### src/rtl/npc_ctrl_fsm_if.sv
// Stage handshake bundle between the NPC control sequencer (master) and the datapath stages (slave).
interface npc_ctrl_fsm_if;
   logic ifu_req;
   logic ifu_valid;
   logic idu_en;
   logic dec_load;
   logic dec_store;
   logic dec_wb;
   logic dec_ebreak;
   logic dec_illegal;
   logic exu_en;
   logic lsu_req;
   logic lsu_wr;
   logic lsu_done;
   logic rf_wen;
   logic pc_wen;

   modport master (
      output ifu_req, idu_en, exu_en, lsu_req, lsu_wr, rf_wen, pc_wen,
      input  ifu_valid, dec_load, dec_store, dec_wb, dec_ebreak, dec_illegal, lsu_done
   );

   modport slave (
      input  ifu_req, idu_en, exu_en, lsu_req, lsu_wr, rf_wen, pc_wen,
      output ifu_valid, dec_load, dec_store, dec_wb, dec_ebreak, dec_illegal, lsu_done
   );
endinterface

### src/rtl/npc_ctrl_fsm.sv
// Multi-cycle NPC control sequencer: IDLE/FETCH/DECODE/EXEC/MEM/WB/HALT with fetch/memory timeouts.
// Define NPC_CTRL_PERF_EN to build the cyc_cnt/inst_cnt performance counters (otherwise tied to 0).
module npc_ctrl_fsm #(
   parameter int WIDTH   = 32,
   parameter int TIMEOUT = 255
) (
   input  logic                clk,
   input  logic                rst,
   input  logic                start,
   npc_ctrl_fsm_if.master      bus,
   output logic                halt,
   output logic                err,
   output logic [2:0]          state,
   output logic [63:0]         cyc_cnt,
   output logic [63:0]         inst_cnt
);

   if (WIDTH < 1 || TIMEOUT < 1 || TIMEOUT > 65535) begin : g_bad_param
      $error("npc_ctrl_fsm: WIDTH must be >= 1 and TIMEOUT within 1..65535");
   end

   localparam logic [15:0] TMO = 16'(TIMEOUT);

   typedef enum logic [2:0] {
      S_IDLE   = 3'd0,
      S_FETCH  = 3'd1,
      S_DECODE = 3'd2,
      S_EXEC   = 3'd3,
      S_MEM    = 3'd4,
      S_WB     = 3'd5,
      S_HALT   = 3'd6
   } state_t;

   state_t      state_q, state_d;
   logic        err_q, err_d;
   logic [15:0] wait_q, wait_d;
   logic        load_q, store_q, wb_q;

   always_ff @(posedge clk) begin
      if (rst) begin
         state_q <= S_IDLE;
         err_q   <= 1'b0;
         wait_q  <= '0;
      end else begin
         state_q <= state_d;
         err_q   <= err_d;
         wait_q  <= wait_d;
      end
   end

   // Decode flags are captured once per instruction and steer EXEC/MEM/WB.
   always_ff @(posedge clk) begin
      if (rst) begin
         load_q  <= 1'b0;
         store_q <= 1'b0;
         wb_q    <= 1'b0;
      end else if (state_q == S_DECODE) begin
         load_q  <= bus.dec_load;
         store_q <= bus.dec_store;
         wb_q    <= bus.dec_wb;
      end
   end

   always_comb begin
      state_d    = state_q;
      err_d      = err_q;
      wait_d     = '0;
      bus.ifu_req = 1'b0;
      bus.idu_en  = 1'b0;
      bus.exu_en  = 1'b0;
      bus.lsu_req = 1'b0;
      bus.lsu_wr  = 1'b0;
      bus.rf_wen  = 1'b0;
      bus.pc_wen  = 1'b0;
      halt        = 1'b0;
      case (state_q)
         S_IDLE: begin
            if (start) state_d = S_FETCH;
         end
         S_FETCH: begin
            bus.ifu_req = 1'b1;
            // A handshake on the last allowed cycle beats the timeout.
            if (bus.ifu_valid) begin
               state_d = S_DECODE;
            end else if (wait_q == TMO) begin
               state_d = S_HALT;
               err_d   = 1'b1;
            end else begin
               wait_d = wait_q + 16'd1;
            end
         end
         S_DECODE: begin
            bus.idu_en = 1'b1;
            if (bus.dec_illegal || (bus.dec_load && bus.dec_store)) begin
               state_d = S_HALT;
               err_d   = 1'b1;
            end else if (bus.dec_ebreak) begin
               state_d = S_HALT;
            end else begin
               state_d = S_EXEC;
            end
         end
         S_EXEC: begin
            bus.exu_en = 1'b1;
            state_d    = (load_q || store_q) ? S_MEM : S_WB;
         end
         S_MEM: begin
            bus.lsu_req = 1'b1;
            bus.lsu_wr  = store_q;
            if (bus.lsu_done) begin
               state_d = S_WB;
            end else if (wait_q == TMO) begin
               state_d = S_HALT;
               err_d   = 1'b1;
            end else begin
               wait_d = wait_q + 16'd1;
            end
         end
         S_WB: begin
            bus.pc_wen = 1'b1;
            bus.rf_wen = wb_q && !store_q;
            state_d    = S_FETCH;
         end
         S_HALT: begin
            halt = 1'b1;
         end
         default: begin
            state_d = S_HALT;
            err_d   = 1'b1;
         end
      endcase
   end

   assign err   = err_q;
   assign state = state_q;

`ifdef NPC_CTRL_PERF_EN
   logic [63:0] cyc_q, inst_q;

   always_ff @(posedge clk) begin
      if (rst) begin
         cyc_q  <= '0;
         inst_q <= '0;
      end else begin
         if (state_q != S_IDLE && state_q != S_HALT) cyc_q <= cyc_q + 64'd1;
         if (state_q == S_WB) inst_q <= inst_q + 64'd1;
      end
   end

   assign cyc_cnt  = cyc_q;
   assign inst_cnt = inst_q;
`else
   assign cyc_cnt  = '0;
   assign inst_cnt = '0;
`endif

endmodule

### src/flat_wrapper.sv
// flat-port wrapper written by rule: the top's interface ports become plain ports
module npc_ctrl_fsm_flat 
#(
   parameter int WIDTH   = 32,
   parameter int TIMEOUT = 255
)
  (clk, rst, start, halt, err, state, cyc_cnt, inst_cnt, bus_ifu_req, bus_idu_en, bus_exu_en, bus_lsu_req, bus_lsu_wr, bus_rf_wen, bus_pc_wen, bus_ifu_valid, bus_dec_load, bus_dec_store, bus_dec_wb, bus_dec_ebreak, bus_dec_illegal, bus_lsu_done);
  npc_ctrl_fsm_if bus_i ();
  input  logic clk;
  input  logic rst;
  input  logic start;
  output logic halt;
  output logic err;
  output logic [2:0] state;
  output logic [63:0] cyc_cnt;
  output logic [63:0] inst_cnt;
  output wire logic [$bits(bus_i.ifu_req)-1:0] bus_ifu_req;
  output wire logic [$bits(bus_i.idu_en)-1:0] bus_idu_en;
  output wire logic [$bits(bus_i.exu_en)-1:0] bus_exu_en;
  output wire logic [$bits(bus_i.lsu_req)-1:0] bus_lsu_req;
  output wire logic [$bits(bus_i.lsu_wr)-1:0] bus_lsu_wr;
  output wire logic [$bits(bus_i.rf_wen)-1:0] bus_rf_wen;
  output wire logic [$bits(bus_i.pc_wen)-1:0] bus_pc_wen;
  input wire logic [$bits(bus_i.ifu_valid)-1:0] bus_ifu_valid;
  input wire logic [$bits(bus_i.dec_load)-1:0] bus_dec_load;
  input wire logic [$bits(bus_i.dec_store)-1:0] bus_dec_store;
  input wire logic [$bits(bus_i.dec_wb)-1:0] bus_dec_wb;
  input wire logic [$bits(bus_i.dec_ebreak)-1:0] bus_dec_ebreak;
  input wire logic [$bits(bus_i.dec_illegal)-1:0] bus_dec_illegal;
  input wire logic [$bits(bus_i.lsu_done)-1:0] bus_lsu_done;
  assign bus_ifu_req = bus_i.ifu_req;
  assign bus_idu_en = bus_i.idu_en;
  assign bus_exu_en = bus_i.exu_en;
  assign bus_lsu_req = bus_i.lsu_req;
  assign bus_lsu_wr = bus_i.lsu_wr;
  assign bus_rf_wen = bus_i.rf_wen;
  assign bus_pc_wen = bus_i.pc_wen;
  assign bus_i.ifu_valid = bus_ifu_valid;
  assign bus_i.dec_load = bus_dec_load;
  assign bus_i.dec_store = bus_dec_store;
  assign bus_i.dec_wb = bus_dec_wb;
  assign bus_i.dec_ebreak = bus_dec_ebreak;
  assign bus_i.dec_illegal = bus_dec_illegal;
  assign bus_i.lsu_done = bus_lsu_done;
  npc_ctrl_fsm #(.WIDTH(WIDTH), .TIMEOUT(TIMEOUT)) u_core (.clk(clk), .rst(rst), .start(start), .bus(bus_i), .halt(halt), .err(err), .state(state), .cyc_cnt(cyc_cnt), .inst_cnt(inst_cnt));
endmodule
### config.mk
export PLATFORM = sky130hd
export DESIGN_NAME = npc_ctrl_fsm_flat
export DESIGN_NICKNAME = d
export VERILOG_FILES = /design/src/rtl/npc_ctrl_fsm_if.sv /design/src/rtl/npc_ctrl_fsm.sv /design/src/flat_wrapper.sv
export SDC_FILE = /design/constraint.sdc
export NUM_CORES = 1
export LEC_CHECK = 0
export ABC_AREA = 1
export BUFFER_PORTS_ARGS = -buffer_cell sky130_fd_sc_hd__buf_2
export CAP_MARGIN = 20
export CORE_MARGIN = 1.5
export CORE_UTILIZATION = 43
export CTS_CLUSTER_DIAMETER = 40
export DETAILED_ROUTE_END_ITERATION = 10
export PLACE_DENSITY = 0.82
export SLEW_MARGIN = 20
export SYNTH_ARGS = -nofsm -noshare
export SYNTH_HDL_FRONTEND = slang
export SYNTH_SLANG_ARGS = --single-unit
### constraint.sdc
create_clock -name clk -period 2.06 [get_ports clk]
set_input_delay 0.412 -clock clk [delete_from_list [all_inputs] [get_ports clk]]
set_output_delay 0.412 -clock clk [all_outputs]
set_load 0.02 [all_outputs]
### After elaboration in Yosys (flattened, before gate mapping)

Index checks and enable logic that the tools add are counted.

| word-level totals | value |
|---|---|
| bits in registers | 23 |
| latch bits | 0 |
| RAM bits | 0 |
| memory bits (read-only) | 0 |
| input port bits | 10 |
| output and inout bits | 140 |
| logic and storage cells | 54 |
| memories | 0 |

| cells by class | value |
|---|---|
| add/subtract/negate cells | 1 |
| multiply operators | 0 |
| divide/modulo/power cells | 0 |
| order comparisons | 0 |
| equality and inequality tests | 11 |
| shift-type cells | 0 |
| muxes and demuxes | 25 |
| bitwise gates (word level) | 2 |
| reductions and logical operators | 9 |

Operators with widths:

| cell | number |
|---|---|
| $mux W16 | 3 |
| $pmux W16 S2 | 1 |
| $pmux W3 S7 | 1 |
| $mux W3 | 6 |
| $add A16 B1 Y16 const B | 1 |
| $eq A16 B8 Y1 const B | 1 |
| $mux W1 | 13 |
| $eq A3 B3 Y1 const B | 3 |
| $ne A2 B2 Y1 const B | 4 |
| $eq A3 B2 Y1 const B | 2 |
| $pmux W1 S4 | 1 |
| $reduce_and A4 Y1 | 1 |
| $reduce_or A4 Y1 | 1 |
| $eq A3 B1 Y1 const B | 1 |
| $logic_not A3 Y1 | 1 |
| $logic_and A1 B1 Y1 | 2 |
| $logic_or A1 B1 Y1 | 2 |
| $not A1 Y1 | 2 |
| $reduce_and A2 Y1 | 1 |
| $logic_not A1 Y1 | 1 |

### Depth between registers and ports, before layout

| logic depth | value |
|---|---|
| depth after elaboration | 4 |
| mapped depth | 8 |
| gate-level depth less buffers | 8 |

### Least setup slack after synthesis

Ideal clock, no wire load.

| timing path | value |
|---|---|
| kind | flip-flop to output port |
| start | register u_core.state_q[2], in the netlist u_core.state[2] |
| end | output port bus_rf_wen |
| arrival | 1636 ps |
| required time | 1648 ps |
| setup slack | 12 ps |
| cell stages (with the launch flop) | 5 |
| buffers on the path | 0 |
| path through | dfxtp_1 inv_2 nor3_1 nand2_1 nor2_1 |

| on the way | value |
|---|---|
| cells in the longest elaborated chain, start to end | 2 |

Ends and longest elaborated chain:

| element | line | source |
|---|---|---|
| start: declaration | npc_ctrl_fsm.sv:34 | `state_t state_q, state_d;` |
| start signal: assignment | npc_ctrl_fsm.sv:45 | `state_q <= state_d;` |
| $eq A3 B3 Y1 | npc_ctrl_fsm.sv:76 | `case (state_q)` |
| $mux W1 | npc_ctrl_fsm.sv:76 |  |
| end: declaration | flat_wrapper.sv:22 | `output wire logic [$bits(bus_i.rf_wen)-1:0] bus_rf_wen;` |

No other way between the ends.

### Final worst setup path

| timing path | value |
|---|---|
| start | register u_core.state_q[0], in the netlist u_core.state[0] |
| end | output port bus_rf_wen |

The elaborated chain is that of the path after synthesis.

==> flow_metrics.tcl <==
set metrics [dict create \
    cts_root_buffer "clkbuf_8" \
    drt_iter0_drc 65 \
    hold_buffers 0 \
    crit_type "reg -> out" \
    syn_to_final_growth_pct -11.7 \
    final.min_clock_period_ns 1.86 \
    cp_num_buf_inv 2 \
    antennaDiodeCount 0 \
    grt_pass1_wl_mm 4.99 \
    grt_max_degree 13 \
    synth_xor_area_frac 0.0153 \
    grt_usage 0.101 \
    synth-compound-area-share 0.0496 \
    initial_core_util 0.447 \
    die_width_um 76.1 \
    cp_cell_sequence "inv_1 > nor3_1 > nand2_1 > nor2_1 > buf_2" \
    ios 150 \
    timing.hold.ws_ns 0.374 \
    cp.arrival_ns 1.45 \
    post-route-drc-count 0 \
    powerDensity_nw_per_um2 709 \
    cts.path.max_buffers 2 \
    die-area_um2 5790 \
    fmax_mhz 536 \
    tritoncts "built" \
    setup-tns-final_ns 0 \
    cts.sinks 23 \
    setup_viol 0 \
    synthSimpleGateAreaFrac 0.257 \
    syn_inst 332 \
    clock_latency_ns 0.26 \
    synth-seq-cells 23 \
    yosysUniqueCellTypes 27 \
    io_buffers 21 \
    clock_skew_ns 0.00286 \
    final_common_cell "conb_1" \
    slowest_stage "dfxtp_1" \
    ff2ff_setup_slack_ns 0.38 \
    p_leak_nw 1.10 \
    wl_mm 3.18 \
    cap_violations 0 \
    final_layout_size_suffix_gt1_frac 0.116 \
    netlist_area_um2 2300 \
    clkTransAtPathRegs_ns 0.08 \
    crit_start "u_core.state[0]$_SDFFE_PP0P_" \
    drtAntennaViolNets 0 \
    overflow 0 \
    vias_per_cell 3.74 \
    htree_levels 1 \
    synth_top_family_by_area "buffers and inverters" \
    synth_area_per_cell_um2 6.92 \
    path_depth 5 \
    synthMuxAreaShare 0 \
    path_max_fanout 8 \
    wire_per_inst_um 7.50 \
    globalplace.congestion 0.823 \
    antenna_found_initial 0 \
    finalMaxSlewViolations 0 \
    ctsResizeCount 0 \
    hold_class "in -> reg" \
    irDropWorstVdd_mv 0.565 \
    rsz0062_at_grt "false" \
    vias 1584 \
    ys_seq_area_frac 0.201 \
    cts_made_buffers 3 \
    finalCritPeriodShare 0.905 \
    final_hold_viol_count 0 \
    layout.nets 366 \
    critical-path-top-delay-family "flip-flops" \
    final_cell_mix "128 x conb_1, 53 x nand2_1, 42 x nor2_1, 25 x inv_1, 23 x dfxtp_1" \
    max_stage_delay_ns 0.50 \
    status "complete, no violations" \
    hpwl_mm 2.70 \
    first_global_vias 1214 \
    rr_worst_depth 6 \
    cts_setup_buffers 0 \
    rr_endpoint "u_core.wait_q[2]$_SDFF_PP0_" \
    cp-endpoint "bus_rf_wen" \
    rows 26 \
    critPathLaunchType "register" \
    r2r_start "u_core.wait_q[0]$_SDFF_PP0_" \
    crit_required_ns 1.65 \
    die_h_um 76.1 \
    coreArea_um2 5140 \
    firstDrtPassIters 4 \
    yosysWarnings 0 \
    crit_path_end_kind "output port" \
    synth_fa_ha_area_frac 0.00545 \
]
[worst min path at each step]
stage / start / end / slack, ns / cells after the start
final: bus_dec_wb / u_core.wb_q$_SDFFE_PP0P_ / 0.37 / 3
after global routing: bus_dec_wb / u_core.wb_q$_SDFFE_PP0P_ / 0.38 / 3
after CTS: bus_dec_wb / u_core.wb_q$_SDFFE_PP0P_ / 0.37 / 3
after detailed placement: u_core.err$_SDFFE_PP0P_ / u_core.err$_SDFFE_PP0P_ / 0.45 / 2
after global placement: u_core.wait_q[0]$_SDFF_PP0_ / u_core.wait_q[0]$_SDFF_PP0_ / 0.44 / 1
after floorplan: u_core.wait_q[0]$_SDFF_PP0_ / u_core.wait_q[0]$_SDFF_PP0_ / 0.43 / 1
[sequential cells by signal (all words and copies together), names as in the netlist]
| signal | cells |
|---|---|
| u_core.wait_q | 16 |
| u_core.state | 3 |
| u_core.err | 1 |
| u_core.load_q | 1 |
| u_core.store_q | 1 |
| u_core.wb_q | 1 |
[worst register-to-register path, cell delays in order (launching register included)]
cell and delay (ns):
dfxtp_1 0.37, ha_1 0.20, nand2_1 0.13, nor3_1 0.27
nand2_1 0.19, nand2_2 0.34, nor3_1 0.08
[cell usage after synthesis]
cell type  number  area share
nand3_1        11       0.024
xnor2_1         1      0.0038
nor2_1         42       0.069
dfxtp_1        23        0.20
nand2_1        53       0.087
o211ai_1        1      0.0033
nor3_1          6       0.013
nand4_1         2      0.0054
conb_1          1      0.0016
o21ai_0         6       0.013
a21boi_0        2      0.0065
nand2_4         2      0.0098
o211a_1         1      0.0044
buf_4         128        0.42
buf_6           2      0.0098
a21oi_1         7       0.015
nor2_2          8       0.022
nor2_8          1      0.0087
nor3_4          1      0.0071
inv_2           1      0.0016
ha_1            1      0.0054
xor2_1          3       0.011
nand2_2         1      0.0027
inv_1          25       0.041
nor3_2          1      0.0044
a21oi_4         1      0.0071
nand3_2         1      0.0044
[layout make-up]
cell class                 instances  area (um2)
multi-input combinational        280        1230
timing repair buffer              21         105
clock buffer                       4        45.0
inverter                          26        97.6
sequential                        23         460
tap                               70        87.6
fill                             559        3110
[layer usage]
metal	share of wire	track usage	wire length, um	vias to the layer above
met5	0	0	0	-
met4	0	0.00556	0	0
met3	0.085	0.0275	271	0
met2	0.50	0.181	1590	83
met1	0.41	0.126	1320	699
li1	-	-	-	802
[report_power, final]
| group | leakage [nW] | switching (mW) | internal, mW | total, mW |
|---|---|---|---|---|
| clock | 0.0228 | 0.140 | 0.138 | 0.278 |
| combinational | 0.894 | 0.473 | 0.138 | 0.611 |
| sequential | 0.186 | 0.0606 | 0.487 | 0.548 |
[cells by family (layout without fill, tap and decap cells)]
| family | count (synthesis) | after routing |
|---|---|---|
| adder cells (fa/ha/maj) | 1 | 1 |
| other | 1 | 128 |
| buffers and inverters | 156 | 51 |
| XOR/XNOR | 4 | 4 |
| flip-flops | 23 | 23 |
| AO/OA/AOI/OAI | 18 | 18 |
| AND/OR/NAND/NOR | 129 | 129 |
[metrics by stage]
step	setup slack [ns]	instance area, um2	util	std cells	power [mW]
4_1_cts	0.196	2030	0.394	424	1.44
3_3_place_gp	0.453	1980	0.386	420	1.16
2_1_floorplan	0.0122	2770	-	459	1.26
5_1_grt	0.00932	2030	0.394	424	1.53
6_report	0.196	2030	0.394	424	1.44
3_5_place_dp	0.377	1980	0.386	420	1.16
(Power assumes the default switching activity.)
